===== config.mk =====
export PLATFORM = sky130hd
export DESIGN_NAME = k_and_s_datapath_flat
export DESIGN_NICKNAME = d
export VERILOG_FILES = /design/src/rtl/k_and_s_datapath.sv /design/src/rtl/k_and_s_datapath_if.sv /design/src/flat_wrapper.sv
export SDC_FILE = /design/constraint.sdc
export NUM_CORES = 1
export LEC_CHECK = 0
export ABC_AREA = 1
export BUFFER_PORTS_ARGS = -buffer_cell sky130_fd_sc_hd__buf_2
export CAP_MARGIN = 40
export CORE_MARGIN = 3
export CORE_UTILIZATION = 55
export CTS_CLUSTER_SIZE = 24
export DETAILED_ROUTE_END_ITERATION = 8
export PLACE_DENSITY = 0.76
export SLEW_MARGIN = 30
export SYNTH_ARGS = -nofsm -noshare
export SYNTH_HDL_FRONTEND = slang
export SYNTH_SLANG_ARGS = --single-unit

===== constraint.sdc =====
create_clock -name clk -period 4.7 [get_ports clk]
set_clock_uncertainty 0.15 [all_clocks]
set_input_delay 0 -clock clk [delete_from_list [all_inputs] [get_ports clk]]
set_output_delay 0 -clock clk [all_outputs]
set_load 0.01 [all_outputs]

===== src/rtl/k_and_s_datapath.sv =====
// K-and-S datapath: PC, IR, 4x16 register file, ALU and flags, steered by the control unit's
// strobes; returns the decoded instruction and registered ALU flags.
package k_and_s_pkg;
   typedef enum logic [3:0] {
      I_NOP, I_BRANCH, I_BZERO, I_BNEG, I_LOAD, I_STORE, I_MOVE,
      I_ADD, I_SUB, I_AND, I_OR, I_HALT
   } decoded_instruction_type;

   typedef enum logic [1:0] {OP_ADD = 2'b00, OP_SUB = 2'b01, OP_AND = 2'b10, OP_OR = 2'b11} alu_op_t;

   typedef struct packed {
      logic zero;
      logic neg;
      logic uov;
      logic sov;
   } flags_t;
endpackage

module k_and_s_datapath
   import k_and_s_pkg::*;
#(
   parameter int DATA_W = 16,
   parameter int ADDR_W = 5
) (
   input  logic                    clk,
   input  logic                    rst,
   input  logic                    branch,
   input  logic                    pc_enable,
   input  logic                    ir_enable,
   input  logic                    write_reg_enable,
   input  logic                    addr_sel,
   input  logic                    c_sel,
   input  logic [1:0]              operation,
   input  logic                    flags_reg_enable,
   input  logic                    ram_write_enable,
   output decoded_instruction_type decoded_instruction,
   output logic                    zero_op,
   output logic                    neg_op,
   output logic                    unsigned_overflow,
   output logic                    signed_overflow,
   k_and_s_datapath_if.master      mem
);
   logic [ADDR_W-1:0] pc_q, pc_d;
   logic [DATA_W-1:0] ir_q, ir_d;
   logic [DATA_W-1:0] regs_q [4];
   logic [DATA_W-1:0] regs_d [4];
   flags_t            flags_q, flags_d;

   logic [1:0]        a_idx, b_idx, dest_idx;
   logic [DATA_W-1:0] alu_a, alu_b, alu_res;
   logic [DATA_W:0]   sum_ext, diff_ext;
   flags_t            alu_flags;
   logic              unused_ir_bit;

   assign unused_ir_bit = ir_q[7];

   // NOTE: every always_comb output gets a default first so no path leaves it unassigned (no latch).
   always_comb begin
      decoded_instruction = I_NOP;
      case (ir_q[15:8])
         8'h01: decoded_instruction = I_BRANCH;
         8'h02: decoded_instruction = I_BZERO;
         8'h03: decoded_instruction = I_BNEG;
         8'h81: decoded_instruction = I_LOAD;
         8'h82: decoded_instruction = I_STORE;
         8'h91: decoded_instruction = I_MOVE;
         8'hA1: decoded_instruction = I_ADD;
         8'hA2: decoded_instruction = I_SUB;
         8'hA3: decoded_instruction = I_AND;
         8'hA4: decoded_instruction = I_OR;
         8'hFF: decoded_instruction = I_HALT;
         default: decoded_instruction = I_NOP;
      endcase
   end

   // MOVE reads its source on both ports so OR yields a plain copy.
   always_comb begin
      a_idx    = ir_q[3:2];
      b_idx    = ir_q[1:0];
      dest_idx = ir_q[5:4];
      case (decoded_instruction)
         I_STORE: a_idx = ir_q[6:5];
         I_LOAD:  dest_idx = ir_q[6:5];
         I_MOVE: begin
            a_idx    = ir_q[1:0];
            dest_idx = ir_q[3:2];
         end
         default: ;
      endcase
   end

   assign alu_a    = regs_q[a_idx];
   assign alu_b    = regs_q[b_idx];
   assign sum_ext  = {1'b0, alu_a} + {1'b0, alu_b};
   assign diff_ext = {1'b0, alu_a} - {1'b0, alu_b};

   // The top bit of the zero-extended difference is set exactly when A < B (borrow).
   always_comb begin
      alu_res       = '0;
      alu_flags     = '0;
      case (alu_op_t'(operation))
         OP_ADD: begin
            alu_res       = sum_ext[DATA_W-1:0];
            alu_flags.uov = sum_ext[DATA_W];
            alu_flags.sov = (alu_a[DATA_W-1] == alu_b[DATA_W-1]) &&
                            (alu_res[DATA_W-1] != alu_a[DATA_W-1]);
         end
         OP_SUB: begin
            alu_res       = diff_ext[DATA_W-1:0];
            alu_flags.uov = diff_ext[DATA_W];
            alu_flags.sov = (alu_a[DATA_W-1] != alu_b[DATA_W-1]) &&
                            (alu_res[DATA_W-1] != alu_a[DATA_W-1]);
         end
         OP_AND: alu_res = alu_a & alu_b;
         OP_OR:  alu_res = alu_a | alu_b;
         default: ;
      endcase
      alu_flags.zero = (alu_res == '0);
      alu_flags.neg  = alu_res[DATA_W-1];
   end

   // The PC branch target is taken from the IR as it stands before any same-cycle IR load.
   always_comb begin
      pc_d    = pc_q;
      ir_d    = ir_q;
      regs_d  = regs_q;
      flags_d = flags_q;
      if (pc_enable)
         pc_d = branch ? ir_q[ADDR_W-1:0] : pc_q + ADDR_W'(1);
      if (ir_enable)
         ir_d = mem.ram_rdata;
      if (write_reg_enable)
         regs_d[dest_idx] = c_sel ? mem.ram_rdata : alu_res;
      if (flags_reg_enable)
         flags_d = alu_flags;
   end

   // NOTE: sequential state uses non-blocking assignments so all flops sample the same pre-edge values.
   always_ff @(posedge clk) begin
      if (rst) begin
         pc_q    <= '0;
         ir_q    <= '0;
         // NOTE: the register file is four flops wide, not a RAM, so it can and must clear on reset.
         regs_q  <= '{default: '0};
         flags_q <= '0;
      end else begin
         pc_q    <= pc_d;
         ir_q    <= ir_d;
         regs_q  <= regs_d;
         flags_q <= flags_d;
      end
   end

   assign zero_op           = flags_q.zero;
   assign neg_op            = flags_q.neg;
   assign unsigned_overflow = flags_q.uov;
   assign signed_overflow   = flags_q.sov;

   assign mem.ram_addr  = addr_sel ? ir_q[ADDR_W-1:0] : pc_q;
   assign mem.ram_wdata = alu_a;
   assign mem.ram_we    = ram_write_enable;
endmodule

===== src/rtl/k_and_s_datapath_if.sv =====
// Memory-side bus of the K-and-S datapath: address, store data, read data and write enable
// for the 32x16 program/data RAM.
interface k_and_s_datapath_if #(
   parameter int DATA_W = 16,
   parameter int ADDR_W = 5
);
   logic [ADDR_W-1:0] ram_addr;
   logic [DATA_W-1:0] ram_wdata;
   logic [DATA_W-1:0] ram_rdata;
   logic              ram_we;

   modport master (output ram_addr, output ram_wdata, output ram_we, input ram_rdata);
   modport slave  (input ram_addr, input ram_wdata, input ram_we, output ram_rdata);
endinterface


===== src/flat_wrapper.sv =====
// flat-port wrapper written by rule: the top's interface ports become plain ports
module k_and_s_datapath_flat import k_and_s_pkg::*;
#(
   parameter int DATA_W = 16,
   parameter int ADDR_W = 5
)
  (clk, rst, branch, pc_enable, ir_enable, write_reg_enable, addr_sel, c_sel, operation, flags_reg_enable, ram_write_enable, decoded_instruction, zero_op, neg_op, unsigned_overflow, signed_overflow, mem_ram_addr, mem_ram_wdata, mem_ram_we, mem_ram_rdata);
  k_and_s_datapath_if #(.DATA_W(DATA_W), .ADDR_W(ADDR_W)) mem_i ();
  input  logic clk;
  input  logic rst;
  input  logic branch;
  input  logic pc_enable;
  input  logic ir_enable;
  input  logic write_reg_enable;
  input  logic addr_sel;
  input  logic c_sel;
  input  logic [1:0] operation;
  input  logic flags_reg_enable;
  input  logic ram_write_enable;
  output decoded_instruction_type decoded_instruction;
  output logic zero_op;
  output logic neg_op;
  output logic unsigned_overflow;
  output logic signed_overflow;
  output wire logic [$bits(mem_i.ram_addr)-1:0] mem_ram_addr;
  output wire logic [$bits(mem_i.ram_wdata)-1:0] mem_ram_wdata;
  output wire logic [$bits(mem_i.ram_we)-1:0] mem_ram_we;
  input wire logic [$bits(mem_i.ram_rdata)-1:0] mem_ram_rdata;
  assign mem_ram_addr = mem_i.ram_addr;
  assign mem_ram_wdata = mem_i.ram_wdata;
  assign mem_ram_we = mem_i.ram_we;
  assign mem_i.ram_rdata = mem_ram_rdata;
  k_and_s_datapath #(.DATA_W(DATA_W), .ADDR_W(ADDR_W)) u_core (.clk(clk), .rst(rst), .branch(branch), .pc_enable(pc_enable), .ir_enable(ir_enable), .write_reg_enable(write_reg_enable), .addr_sel(addr_sel), .c_sel(c_sel), .operation(operation), .flags_reg_enable(flags_reg_enable), .ram_write_enable(ram_write_enable), .decoded_instruction(decoded_instruction), .zero_op(zero_op), .neg_op(neg_op), .unsigned_overflow(unsigned_overflow), .signed_overflow(signed_overflow), .mem(mem_i));
endmodule

**Word-level counts from Yosys, hierarchy flattened**

Cells that the tools add are included.

- Bits of input ports: 28
- ROM bits: 0
- Bits in latches: 0
- Memories kept: 0
- Bits in writable memories: 0
- Register bits after elaboration: 89

- Equality and inequality tests: 21
- Divide/modulo/power cells: 0
- Add/sub/neg operators: 3
- Mux-type cells: 17
- Reductions and logical operators: 5
- Shift operators: 0
- Bitwise logic cells: 5
- Multipliers: 0
- Magnitude comparators: 4

Operators with widths:

| cell | number |
|---|---|
| $mux 16 | 6 |
| $bmux 16 s2 | 2 |
| $bwmux 64 | 1 |
| $eq 8x8->1 const B | 8 |
| $pmux 16 s4 | 1 |
| $pmux 4 s11 | 1 |
| $demux 16 s2 | 1 |
| $add 16x16->17 | 1 |
| $sub 16x16->17 | 1 |
| $and 16x16->16 | 1 |
| $eq 8x2->1 const B | 2 |
| $logic_not 16->1 | 1 |
| $or 16x16->16 | 1 |
| $eq 4x3->1 const B | 3 |
| $pmux 2 s2 | 3 |
| $mux 5 | 2 |
| $ge 3x3->1 const B | 3 |
| $not 2->3 | 3 |
| $eq 8x1->1 const B | 1 |
| $add 5x1->5 const B | 1 |
| $eq 2x2->1 const B | 2 |
| $logic_and 1x1->1 | 3 |
| $lt 3x1->1 const B | 1 |
| $ne 1x1->1 | 3 |
| 3 further kinds | 3 |

**Depth between registers and ports, before layout**

Gate-level depths: netlist of run 1.

- Depth after elaboration: 12
- Gate-level depth with buffers: 36
- Depth with buffers taken out: 34

**Least setup slack after synthesis of run 1**

OpenSTA, ideal clock, no wires.

- Kind: register to register
- Start: reg u_core.ir_q[8]
- End: reg u_core.regs_q[31] in the netlist's numbering
- Required time: 4423 ps
- Period minus slack after synthesis: 4346 ps
- Arrival time: 4068 ps
- Setup slack: 354 ps
- Stages on the path, launching flop included: 29
- Cells stage by stage: dfxtp_1 -> nand2_2 -> nor2_4 -> nand2_4 -> nand2_4 -> nand3_4 -> nand2_2 -> buf_6 -> clkbuf_1 -> clkbuf_1 -> nand2_1 -> a32oi_1 -> inv_1 -> ha_1 -> nand3_1 -> nand2_1 -> nand4_1 -> nand2_1 -> nand3_1 -> nand2_1 -> a21oi_1 -> o21ai_0 -> nand3_1 -> nand3_1 -> nand2_1 -> nand2_1 -> nand3_4 -> o21bai_4 -> a21oi_2

- Cells in the longest elaborated chain, start to end: 12
- Elaborated cells on any way between the ends: 34
- Those cells by class: add/sub: 2; order compare: 2; eq/ne: 14; mux: 11; bitwise: 4; reduce/logical: 1

RTL lines:

| item | RTL line | text |
|---|---|---|
| start, declared | k_and_s_datapath.sv:44 | `logic [DATA_W-1:0] ir_q, ir_d;` |
| start signal, assigned | k_and_s_datapath.sv:148 | `ir_q <= ir_d;` |
| $eq 8x8->1 (tied with other cells) | k_and_s_datapath.sv:60 | `case (ir_q[15:8])` |
| $pmux 4 s11 (*) | k_and_s_datapath.sv:60 |  |
| $eq 4x3->1 | k_and_s_datapath.sv:81 | `case (decoded_instruction)` |
| $pmux 2 s2 (*) | k_and_s_datapath.sv:81 |  |
| $not 2->3 (implied by the code) (*) | k_and_s_datapath.sv:92 | `assign alu_a = regs_q[a_idx];` |
| $bmux 16 s2 (*) | k_and_s_datapath.sv:92 |  |
| $mux 16 (implied by the code) (*) (2 in a row) | k_and_s_datapath.sv:92 |  |
| via mem_ram_wdata[1] | flat_wrapper.sv:26 | `output wire logic [$bits(mem_i.ram_wdata)-1:0] mem_ram_wdata;` |
| $sub 16x16->17 / $add 16x16->17 (equally long branches) | k_and_s_datapath.sv:95, k_and_s_datapath.sv:94 |  |
| $pmux 16 s4 (*) | k_and_s_datapath.sv:101 | `case (alu_op_t'(operation))` |
| $mux 16 (*) | k_and_s_datapath.sv:133 | `regs_d[dest_idx] = c_sel ? mem.ram_rdata : alu_res;` |
| $bwmux 64 (*) | k_and_s_datapath.sv:133 |  |
| end signal, assigned | k_and_s_datapath.sv:149 | `regs_q <= regs_d;` |
| end, declared | k_and_s_datapath.sv:45 | `logic [DATA_W-1:0] regs_q [4];` |

The timed path passes the listed nets; every way through them passes the cells marked *. The select of a mux whose other input is x is not followed.
A chain may end at the register's enable or synchronous reset.

**Worst setup path after layout of run 1**

- Start: reg u_core.ir_q[12]
- End: reg u_core.regs_q[29] in the netlist's numbering

- Cells in the longest elaborated chain, start to end: 12
- Elaborated cells on any way between the ends: 34
- Those cells by class: add/sub: 2; order compare: 2; eq/ne: 14; mux: 11; bitwise: 4; reduce/logical: 1

RTL lines:

| item | RTL line | text |
|---|---|---|
| $eq 8x8->1 (tied with other cells) | k_and_s_datapath.sv:60 |  |
| $pmux 4 s11 (*) | k_and_s_datapath.sv:60 |  |
| $eq 4x3->1 | k_and_s_datapath.sv:81 |  |
| $pmux 2 s2 | k_and_s_datapath.sv:81 |  |
| $not 2->3 (implied by the code) | k_and_s_datapath.sv:92 |  |
| $bmux 16 s2 | k_and_s_datapath.sv:92 |  |
| $mux 16 (implied by the code) (2 in a row) | k_and_s_datapath.sv:92 |  |
| $sub 16x16->17 (tied with other cells) | k_and_s_datapath.sv:95 | `assign diff_ext = {1'b0, alu_a} - {1'b0, alu_b};` |
| $pmux 16 s4 | k_and_s_datapath.sv:101 |  |
| $mux 16 | k_and_s_datapath.sv:133 |  |
| $bwmux 64 (*) | k_and_s_datapath.sv:133 |  |

Every way passes the cells marked *; elsewhere a longest branch is shown, timed or not. The select of a mux whose other input is x is not followed.

==> results of run 1 <==
Yosys cell counts (4+ instances only):
cell        n
a211oi_1    4
ha_1       41
nor2_1     73
inv_2       6
nand2_4     4
nand3_2    16
a21oi_2    11
nand2_2    18
or2_2      32
xor2_1      9
nand2_1   192
nand4_1    11
dfxtp_1    88
nand3_1    50
clkbuf_1   40
o21ai_0   126
o211ai_1   12
inv_1     187
o22ai_1     6
a21oi_1    99
o21ai_1     5
nor3_1      4
nor2_4      4
a32oi_1    24
nand3b_1    6
what timing repair did:
action	CTS	global route
endpoints found under the hold margin	46	0
resized for setup	0	20
hold buffers	23	0
setup buffers	0	4
setup endpoints to repair	0	43
power by group:
part           switching [µW]  internal (µW)
Clock                     284            353
Combinational             726            410
Sequential               30.7            793
Total                    1040           1560
placed cells by master, fill, tap and decap left out, types with 27 or more instances in the layout:
| master | count |
|---|---|
| nand2_1 | 191 |
| buf_2 | 55 |
| inv_1 | 187 |
| o21ai_0 | 123 |
| a21oi_1 | 96 |
| nor2_1 | 73 |
| or2_2 | 32 |
| buf_4 | 27 |
| ha_1 | 39 |
| dfxtp_1 | 87 |
| nand3_1 | 50 |
registers in the layout, indices dropped and copies added, names as in the netlist:
register,flops
u_core.pc_q,5
u_core.ir_q,15
u_core.signed_overflow,1
u_core.regs_q,64
u_core.neg_op,1
u_core.zero_op,1
u_core.unsigned_overflow,1
path summary, 6_finish.rpt:
| kind | from | endpoint | cells after the start |
|---|---|---|---|
| hold reg to reg | u_core.regs_q[33] | u_core.regs_q[33] | 2 |
| setup reg to reg | u_core.ir_q[12] | u_core.regs_q[29] | 26 |
| setup / recovery | u_core.ir_q[12] | u_core.regs_q[29] | 26 |
| hold / removal | mem_ram_rdata[7] | u_core.regs_q[55] | 3 |
metal layers:
layer / part of all wire (%) / GRT usage [%] / vias up
met2: 44 / 45.5 / 306
li1: - / - / 3788
met4: 1.7 / 6.87 / 0
met1: 47 / 41.9 / 3429
met3: 7.2 / 3.27 / 28
met5: 0 / 0 / -
kinds of logic after synthesis:
kind of cell / share of synthesized area [%]
AOI/OAI and AO/OA: 24.4
buffers and inverters: 13.1
muxes: 0.588
adders and majority gates: 7.64
xor gates and xnor gates: 1.21
DFF: 24.3
and+or+nand+nor: 28.7
area by class of cell:
class,instances,area share (%)
well taps,172,2.60
clock buffers,11,2.81
clock inverters,4,0.272
repair buffers,106,8.63
multi-input cells,782,55.5
flip-flops and latches,88,21.3
inverters,196,8.91
worst max-delay path, stage by stage, from the launching register on:
cell and delay, ns:
dfxtp_1 0.33, inv_2 0.07, nand2_1 0.10, nor2_4 0.21, buf_4 0.15, nand3_1 0.08
nand3_2 0.11, nand2_4 0.10, buf_4 0.22, o21ai_0 0.10, inv_1 0.06, a32oi_1 0.27
inv_1 0.14, ha_1 0.45, inv_1 0.13, a221oi_1 0.36, nand3_1 0.12, nand2_1 0.10
nand2_1 0.06, nand2_1 0.08, nand2_1 0.08, nand3_2 0.10, nand3b_1 0.10, nand3_2 0.08
nand3b_2 0.17, mux2i_4 0.27, a21oi_2 0.08
per-stage QoR:
step	setup TNS, ns	setup slack [ns]	instances	power [µW]
detailed placement	0	0.147	1316	1900
global placement	0	0.253	1316	1890
CTS	0	0.114	1354	2540
global route	-0.644	-0.0918	1359	2780
finish	0	0.315	1359	2600
floorplan	0	0.354	1115	1620
==> results_dict.tcl, run 1 <==
set metrics [dict create \
    gp_congestion 0.989 \
    synth_flop_cell "dfxtp_1" \
    cts-root-buf "clkbuf_16" \
    cp-end-kind "flip-flop" \
    detail-route-antenna-nets 0 \
    h-tree-depth 3 \
    wl_per_cell_um 15.4 \
    fin_crit_sh_pct 93.3 \
    critical_path_arrival_ns 4.46 \
    ys_seq_area_share_pct 24.3 \
    ys_ff_latch 88 \
    cts_tree "done" \
    clockBufferDepth 2 \
    holdCritPathClass "input port to flip-flop" \
    postLayoutCoreUtil_pct 65.2 \
    finalHoldViolations 0 \
    slew_headroom_pct 46.1 \
    async_flop_share_pct 0 \
    crit_type "flip-flop to flip-flop" \
    syn_area_um2 7240 \
    multiInputGateArea_um2 4600 \
    grt_max_degree 70 \
    ir_drop_mv 0.177 \
    p_leak_uw 0.00404 \
    cts_sinks 88 \
    status "finished, final reports clean" \
    io_pins 58 \
    cp-start-kind "flip-flop" \
    clk_latency_ns 0.33 \
    drt-total-wl_mm 20.9 \
    power.density_nw_per_um2 313 \
    min_period_ns 4.38 \
    holdWs_ns 0.0170 \
    area.sequential_um2 1760 \
    synth_edf_count 0 \
    fmax_mhz 228 \
    ys_warn_count 0 \
    clk_pin_slew_ns 0.06 \
    drc_errors 0 \
    setup_violations 0 \
    track_usage_pct 28.8 \
    grt_first_pass_wirelength_mm 33.9 \
    syn2layout_area_growth_pct 14.6 \
    fp.dieW_um 121 \
    maxSlewViolCount 0 \
    grt_pass1_vias 6719 \
    die_area_um2 14600 \
    dr.pass1.iters 5 \
    vias 7551 \
    syn_area_per_cell_um2 6.49 \
    layout-drive-gt1-share_pct 18.3 \
    placement.cell_area_um2 7690 \
    worstMarginPinSlew_ns 0.808 \
    fillerInstances 1178 \
    synth_cells 1115 \
    yosys.area.top_type "dfxtp_1" \
    core.rowCount 41 \
    maxCapViolations 0 \
    die-height_um 121 \
    numCtsBuffers 9 \
    ys_types 54 \
    initial_utilization_pct 56.9 \
    antenna_found_initial 0 \
    final_nets 1254 \
    ys_top_cells_by_area "dfxtp_1 (24%), nand2_1 (10%), inv_1 (9.7%)" \
    synth_top_area_share_pct 24.3 \
    fin_area_um2 8290 \
    gr-total-overflow 0 \
    antennaDiodeCount 0 \
    crit_fanout 12 \
    hpwl_mm 15.4 \
    portBuffers 55 \
    synth_nets 1186 \
    core-area_um2 12700 \
    drtIter0Drc 1065 \
    critPathRequiredTime_ns 4.77 \
    r2r_slack_ns 0.32 \
    via_per_inst 5.56 \
]
Power figures use the tool's default switching activity.
==> inputs of run 2 (changes only) <==
--- a/config.mk
+++ b/config.mk
@@ -8,10 +8,11 @@
 export ABC_AREA = 1
 export BUFFER_PORTS_ARGS = -buffer_cell sky130_fd_sc_hd__buf_2
 export CAP_MARGIN = 40
-export CORE_MARGIN = 3
+export CORE_MARGIN = 1
 export CORE_UTILIZATION = 55
 export CTS_CLUSTER_SIZE = 24
 export DETAILED_ROUTE_END_ITERATION = 8
+export HOLD_SLACK_MARGIN = 0.12
 export PLACE_DENSITY = 0.76
 export SLEW_MARGIN = 30
 export SYNTH_ARGS = -nofsm -noshare
==> results_dict.tcl, run 2 (same netlist as run 1, synthesis figures left out) <==
set metrics [dict create \
    status "finished, final reports clean" \
    cts_tree "done" \
    final_common_cell "nand2_1" \
    final_cell_mix "nand2_1 (191), inv_1 (187), o21ai_0 (120), a21oi_1 (98), dfxtp_1 (87)" \
    worstMarginPinSlew_ns 0.803 \
    clk_pin_slew_ns 0.06 \
    critPathRequiredTime_ns 4.77 \
    die_area_um2 13600 \
    cp_common_cell "nand2_1" \
    initial_utilization_pct 56.9 \
    drt-total-wl_mm 21.1 \
    h-tree-depth 3 \
    power.density_nw_per_um2 317 \
    drtIter0Drc 812 \
    maxSlewViolCount 0 \
    fin_ws_ns 0.322 \
    grt_pass1_vias 6869 \
    portBuffers 55 \
    fillerInstances 1215 \
    fin_crit_sh_pct 93.2 \
    crit_type "flip-flop to flip-flop" \
    largest_reg_flops 64 \
    via_per_inst 5.65 \
    min_period_ns 4.38 \
    detail-route-antenna-nets 0 \
    clk_latency_ns 0.34 \
    fmax_mhz 228 \
    cpPeakStageDelay_ns 0.42 \
    antennaDiodeCount 0 \
    holdWs_ns 0.197 \
    die-height_um 117 \
    core.rowCount 41 \
    io_pins 58 \
    crit_fanout 14 \
    cp-end-kind "flip-flop" \
    syn2layout_area_growth_pct 14.9 \
    fp.dieW_um 117 \
    final_nets 1254 \
    holdCritPathClass "input port to flip-flop" \
    fin_cells 1360 \
    setup_violations 0 \
    place_inst 1315 \
    grt_max_degree 69 \
    gp_congestion 0.927 \
    cp-start-kind "flip-flop" \
    antenna_found_initial 0 \
    slew_headroom_pct 46.4 \
    ir_drop_mv 0.223 \
    largestRegisters "u_core.regs_q (64), u_core.ir_q (15), u_core.pc_q (5)" \
    grt_first_pass_wirelength_mm 33.7 \
    maxCapViolations 0 \
    wl_per_cell_um 15.5 \
    gr-total-overflow 0 \
    regMostFlops "u_core.regs_q" \
    track_usage_pct 32.1 \
    core-area_um2 12700 \
    drc_errors 0 \
    fin_area_um2 8310 \
    cpMaxStageDelayCell "fa_1" \
    placement.cell_area_um2 7690 \
    hpwl_mm 15.2 \
    finalHoldViolations 0 \
    cts_sinks 88 \
    numCtsBuffers 9 \
    dpl_worst_slack_ns 0.0470 \
    critical_path_arrival_ns 4.45 \
    cts-root-buf "clkbuf_16" \
    vias 7679 \
    p_leak_uw 0.00405 \
    layout-drive-gt1-share_pct 17.5 \
    dr.pass1.iters 8 \
    clockBufferDepth 2 \
]
==> run 2: changes by cell type in the layout (fill, tap and decap cells not counted), sizes merged <==
cell,change
clkbuf,+1
buf,-4
dlygate4sd3,+5
clkinvlp,-1
==> run 2: worst max-delay path: cells and delay by family (launching register included) <==
| kind | cells | cell delay [ns] |
|---|---|---|
| simple gates | 22 | 2.04 |
| buf+inv | 4 | 0.43 |
| compound gates | 4 | 0.65 |
| fa+ha+maj | 2 | 0.69 |
| flops | 1 | 0.31 |
==> run 2: layout make-up <==
class / instances / area (µm²) / area share [%]
Multi-Input combinational cell: 782 / 4570 / 55.0
Sequential cell: 88 / 1760 / 21.2
Timing Repair Buffer: 106 / 741 / 8.91
Inverter: 196 / 738 / 8.88
Clock buffer: 13 / 270 / 3.25
Tap cell: 172 / 215 / 2.59
Clock inverter: 3 / 15.0 / 0.181
==> run 2: what timing repair did <==
action	4_1_cts	5_1_grt
hold buffers	28	0
setup endpoints to repair	0	39
setup buffers	0	1
gates resized for setup	0	17
endpoints found under the hold margin	81	0
==> run 2: metrics by stage <==
step	power, µW	setup TNS (ns)	util [%]
floorplan	1620	0	-
global placement	1880	0	60.5
detailed placement	1900	0	60.5
CTS	2600	0	64.9
global route	2810	-0.164	65.4
finish	2630	0	65.4
==> run 2: path summary, 6_finish.rpt <==
check                        endpoint                startpoint  slack, ns  cells past startpoint
max                 u_core.regs_q[46]           u_core.ir_q[10]       0.32                     32
max reg2reg         u_core.regs_q[46]           u_core.ir_q[10]       0.32                     32
min          u_core.unsigned_overflow              operation[0]       0.20                      7
min reg2reg  u_core.unsigned_overflow  u_core.unsigned_overflow       0.32                      2
==> run 2: power by group <==
part	internal, µW	leakage (µW)	switching (µW)
sequential	793	0.000722	29.7
clock	399	0.000145	286
combinational	402	0.00318	723
==> run 2: layer usage <==
metal | wire, µm | vias up | share of wire [%] | global-route usage [%]
met1 | 9510 | 3540 | 45 | 43.7
met4 | 385 | 0 | 1.8 | 11.6
li1 | - | 3803 | - | -
met3 | 1490 | 32 | 7.1 | 3.89
met5 | 0 | - | 0 | 0
met2 | 9700 | 304 | 46 | 52.2
